**config.mk**
```make
export PLATFORM = sky130hd
export DESIGN_NAME = divider_output_stage
export DESIGN_NICKNAME = d
export VERILOG_FILES = /design/src/rtl/divider_output_stage.sv
export SDC_FILE = /design/constraint.sdc
export NUM_CORES = 1
export LEC_CHECK = 0
export CORE_MARGIN = 2
export CORE_UTILIZATION = 49
export CTS_CLUSTER_DIAMETER = 80
export DETAILED_ROUTE_END_ITERATION = 12
export PLACE_DENSITY = 0.91
export RECOVER_POWER = 25
export REMOVE_ABC_BUFFERS = 1
export SLEW_MARGIN = 10
export SYNTH_ARGS = -nofsm -noshare
export SYNTH_HDL_FRONTEND = slang
export SYNTH_SLANG_ARGS = --single-unit
```
**constraint.sdc**
```tcl
create_clock -name clk -period 5 [get_ports clk]
set_input_delay 1 -clock clk [delete_from_list [all_inputs] [get_ports clk]]
set_output_delay 1 -clock clk [all_outputs]
set_load 0.01 [all_outputs]
```
**src/rtl/divider_output_stage.sv**
```systemverilog
// Final stage of the pipelined divider: forms quotient/remainder/status from
// the last slice and presents them through a 2-entry valid/ready skid buffer.
module divider_output_stage #(
  parameter int DIVIDENDLEN = 16,
  parameter int DIVISORLEN  = 8,
  parameter int COUNTW      = 8
) (
  input  logic                                 clk,
  input  logic                                 reset,
  input  logic                                 valid_in,
  output logic                                 ready_out,
  input  logic [DIVIDENDLEN+DIVISORLEN-2:0]    din,
  input  logic [DIVISORLEN-1:0]                divin,
  input  logic [DIVIDENDLEN-1:0]               qin,
  output logic                                 valid_out,
  input  logic                                 ready_in,
  output logic [DIVIDENDLEN-1:0]               quotient,
  output logic [DIVISORLEN-1:0]                remainder,
  output logic                                 divzero,
  output logic                                 rem_err,
  output logic [COUNTW-1:0]                    done_count
);

  localparam int DATAPATHLEN = DIVIDENDLEN + DIVISORLEN - 1;

  typedef struct packed {
    logic [DIVIDENDLEN-1:0] quo;
    logic [DIVISORLEN-1:0]  rem;
    logic                   dz;
    logic                   err;
  } res_t;

  typedef enum logic [1:0] {EMPTY, BUSY, FULL} state_t;

  state_t state, next_state;
  res_t   fresh, m_q, s_q;
  logic   accept, emit;
  logic   load_m, load_s, m_from_s;

  assign accept = valid_in & ready_out;
  assign emit   = valid_out & ready_in;

  // Result formation from the last slice; a zero divisor saturates the
  // quotient and masks the upper-remainder fault check.
  always_comb begin
    fresh     = '0;
    fresh.dz  = (divin == '0);
    fresh.quo = fresh.dz ? '1 : qin;
    fresh.rem = din[DIVISORLEN-1:0];
    fresh.err = !fresh.dz & (|din[DATAPATHLEN-1:DIVISORLEN]);
  end

  // Skid-buffer next-state and register-load decode.
  always_comb begin
    next_state = state;
    load_m     = 1'b0;
    load_s     = 1'b0;
    m_from_s   = 1'b0;
    unique case (state)
      EMPTY: begin
        if (accept) begin
          load_m     = 1'b1;
          next_state = BUSY;
        end
      end
      BUSY: begin
        if (accept && emit) begin
          load_m = 1'b1;
        end else if (accept) begin
          load_s     = 1'b1;
          next_state = FULL;
        end else if (emit) begin
          next_state = EMPTY;
        end
      end
      FULL: begin
        if (emit) begin
          m_from_s   = 1'b1;
          next_state = BUSY;
        end
      end
      default: next_state = EMPTY;
    endcase
  end

  // State, storage, registered ready and delivered-result counter.
  always_ff @(posedge clk) begin
    if (reset) begin
      state      <= EMPTY;
      ready_out  <= 1'b0;
      m_q        <= '0;
      s_q        <= '0;
      done_count <= '0;
    end else begin
      state     <= next_state;
      ready_out <= (next_state != FULL);
      if (load_m)        m_q <= fresh;
      else if (m_from_s) m_q <= s_q;
      if (load_s)        s_q <= fresh;
      if (emit)          done_count <= done_count + COUNTW'(1);
    end
  end

  assign valid_out = (state != EMPTY);
  assign quotient  = m_q.quo;
  assign remainder = m_q.rem;
  assign divzero   = m_q.dz;
  assign rem_err   = m_q.err;

endmodule

```
==> results.cfg <==
[outcome]
status = finished, final reports clean

[logic_synthesis]
synth_area_leaders = dfxtp_1, nand2_1, nor2_1
synth.top_cell.area_share_pct = 46.5
synth_edf_count = 0
yosysMostFrequentCell = dfxtp_1
ys_ff_latch = 63
synth_compound_area_share_pct = 16.6
synthFlopType = dfxtp_1
synthSimpleGateAreaFrac_pct = 29.1
yosysTopAreaCell = dfxtp_1
yosysUniqueCellTypes = 43
synthTopCellsByCount = dfxtp_1, nand2_1, nor2_1
synth_xor_area_share_pct = 1.94
synth-seq-area-share_pct = 46.5
netlist_area_sq_um = 2710
avgSynthCellArea_sq_um = 8.50
synth_top_family_by_area = simple AND/OR/NAND/NOR gates
synthCells = 319
synthArstFlopShare_pct = 0
synth_mux_area_share_pct = 0.738
yosys.area_share.adder_pct = 0.461
yosysWarnings = 0

[setup_path]
crit_required_ns = 5.25
cp_top_family = compound AO/OA/AOI/OAI gates
crit_fanout = 18
worst-path-buf-inv = 1
path_class = in -> reg
setup.worst_path.end_class = register
cpPeakStageDelay_ns = 0.83
start_kind = input pin
cp.arrival_ns = 3.28
cp_cell_sequence = dlygate4sd3_1 -> and3b_1 -> a2111oi_4 -> nand2_1 -> o31ai_2
crit_path_top_delay_cell = a2111oi_4

[route]
wl_mm = 6.65
routed-via-count = 2592
ant_nets = 0
drt_first_pass_iters = 4
wl_per_cell_um = 14.1
vias_per_cell = 5.50
drc = 0
first_iter_violations = 124

[floorplanning]
io_pins = 87
rows = 27
core_area_sq_um = 5440
die-area_sq_um = 6140
initial_core_util_pct = 49.9
die_h_um = 78.4
die_w_um = 78.4

[final_layout]
syn_to_final_growth_pct = 38.1
num_antenna_cells = 0
final_nets = 446
layout-drive-gt1-share_pct = 11.0

[timing]
slew_headroom_pct = 26.7
finalClockSkew_ns = 0.00467
hold_violations = 0
rsz0062_at_grt = false
finalSetupTns_ns = 0
fmax_mhz = 330
setup_viol = 0
tightest_slew_ns = 1.10
timing.final.ws_setup_ns = 1.97
period_needed_ns = 3.03
slew_viol_final = 0
fin_crit_sh_pct = 60.5

[clock_network]
htreeDepth = 3
clock_latency_ns = 0.34
cts_tree = done
clockBufferDepth = 2
cts_buffers = 9
clkSlewWorstSetupHoldPaths_ns = 0.06
cts_resized = 0
cts_hold_buf = 0
cts.sinks = 63
postCtsSetupRepairBufs = 0
root_buffer = clkbuf_8

[grt]
track_usage_pct = 22.5
grt_pass1_wl_mm = 10.9
grt_pass1_vias = 2541
antenna_found_initial = 0
grt-ovfl-total = 0
grt_max_degree = 57

[pwr]
pwr-share-comb_pct = 12.9
power.switching_w = 0.000267
seq_power_share_pct = 46.9
internal-power_w = 0.000870
ir_drop_mv = 0.172
p_sw_share_pct = 23.5
power_density_nw_per_um2 = 304
power_w = 0.00114
clkPwrFrac_pct = 40.1
power.leakage_nw = 1.39

[place]
post-place-ws_ns = 1.69
dp.final_hpwl_mm = 4.55
io_buffers = 86
gp_congestion = 0.769

[run]
maxCapViolations = 0

[min_path]
hold_path_class = reg -> reg
==> cell families after synthesis <==
group / count (synthesis)
and+or+nand+nor: 163
DFF: 63
AOI/OAI and AO/OA: 62
buffers and inverters: 22
xor gates and xnor gates: 6
muxes: 2
adders and majority gates: 1
==> area by class of cell <==
cell class                      instances  area, sq um
Multi-Input combinational cell        234         1330
Timing Repair Buffer                   86          856
Tap cell                               72         90.1
Fill cell                             407         1700
Clock inverter                          3         40.0
Sequential cell                        63         1260
Clock buffer                           13          169
==> path summary, 6_finish.rpt <==
kind,cells after the start,end,startpoint,slack [ns]
worst max-delay path,5,quotient[12]$_SDFFE_PP0P_,ready_in,1.97
worst min-delay path,2,quotient[7]$_SDFFE_PP0P_,quotient[7]$_SDFFE_PP0P_,0.45
worst max register to register,4,quotient[12]$_SDFFE_PP0P_,state[0]$_SDFF_PP0_,2.88
worst min register to register,2,quotient[7]$_SDFFE_PP0P_,quotient[7]$_SDFFE_PP0P_,0.45
==> worst register-to-register path, delay by kind of cell, from the launching register on <==
| family | cells | cell delay, ns |
|---|---|---|
| AOI/OAI and AO/OA | 2 | 0.92 |
| and+or+nand+nor | 2 | 0.62 |
| DFF | 1 | 0.50 |
==> state kept, by name, summed over array words and instances (netlist names) <==
name        flops
done_count      8
divzero         1
remainder       8
rem_err         1
quotient       16
ready_out       1
state           2
s_q            26
==> metrics by stage <==
| stage | util [%] | hold WS (ns) | instances | instance area [sq um] |
|---|---|---|---|---|
| floorplan | - | 0.431 | 297 | 2590 |
| detailed placement | 65.0 | 0.446 | 455 | 3530 |
| global route | 68.8 | 0.468 | 471 | 3740 |
| global placement | 65.0 | 0.434 | 455 | 3530 |
| finish | 68.8 | 0.448 | 471 | 3740 |
| CTS | 68.8 | 0.455 | 471 | 3740 |
==> power groups by stage <==
stage                     clock network [W]  logic [W]  registers (W)
after detailed placement                  0   0.000150       0.000544
after global routing               0.000480   0.000159       0.000535
after global placement                    0   0.000147       0.000544
after floorplan                           0  0.0000499       0.000549
after CTS                          0.000461   0.000151       0.000533
final                              0.000456   0.000147       0.000534
==> metal layers <==
metal,global-route usage (%),wire [um],vias up
li1,-,-,1259
met1,26.8,2790,1230
met2,38.4,3350,90
met3,4.37,366,13
met4,11.8,135,0
met5,0,0,-
==> placed cells by master, fill, tap and decap left out, types with 2 or more instances in the layout <==
cell type	n
dlygate4sd3_1	21
clkbuf_8	12
xor2_1	3
clkinv_2	2
nor3_1	15
nor3_2	9
xnor2_1	3
o21ai_1	9
or4_4	2
nand2_1	59
and3_1	2
clkdlybuf4s50_1	64
nor2_2	11
dfxtp_1	63
and3b_1	2
nor4_1	3
o21ai_0	3
nor2_1	48
a311oi_1	11
o31ai_1	4
a21oi_1	17
nand3b_1	2
o22ai_1	9
mux2i_1	2
o211ai_4	2
nand4_1	3
Power figures use the tool's default switching activity.
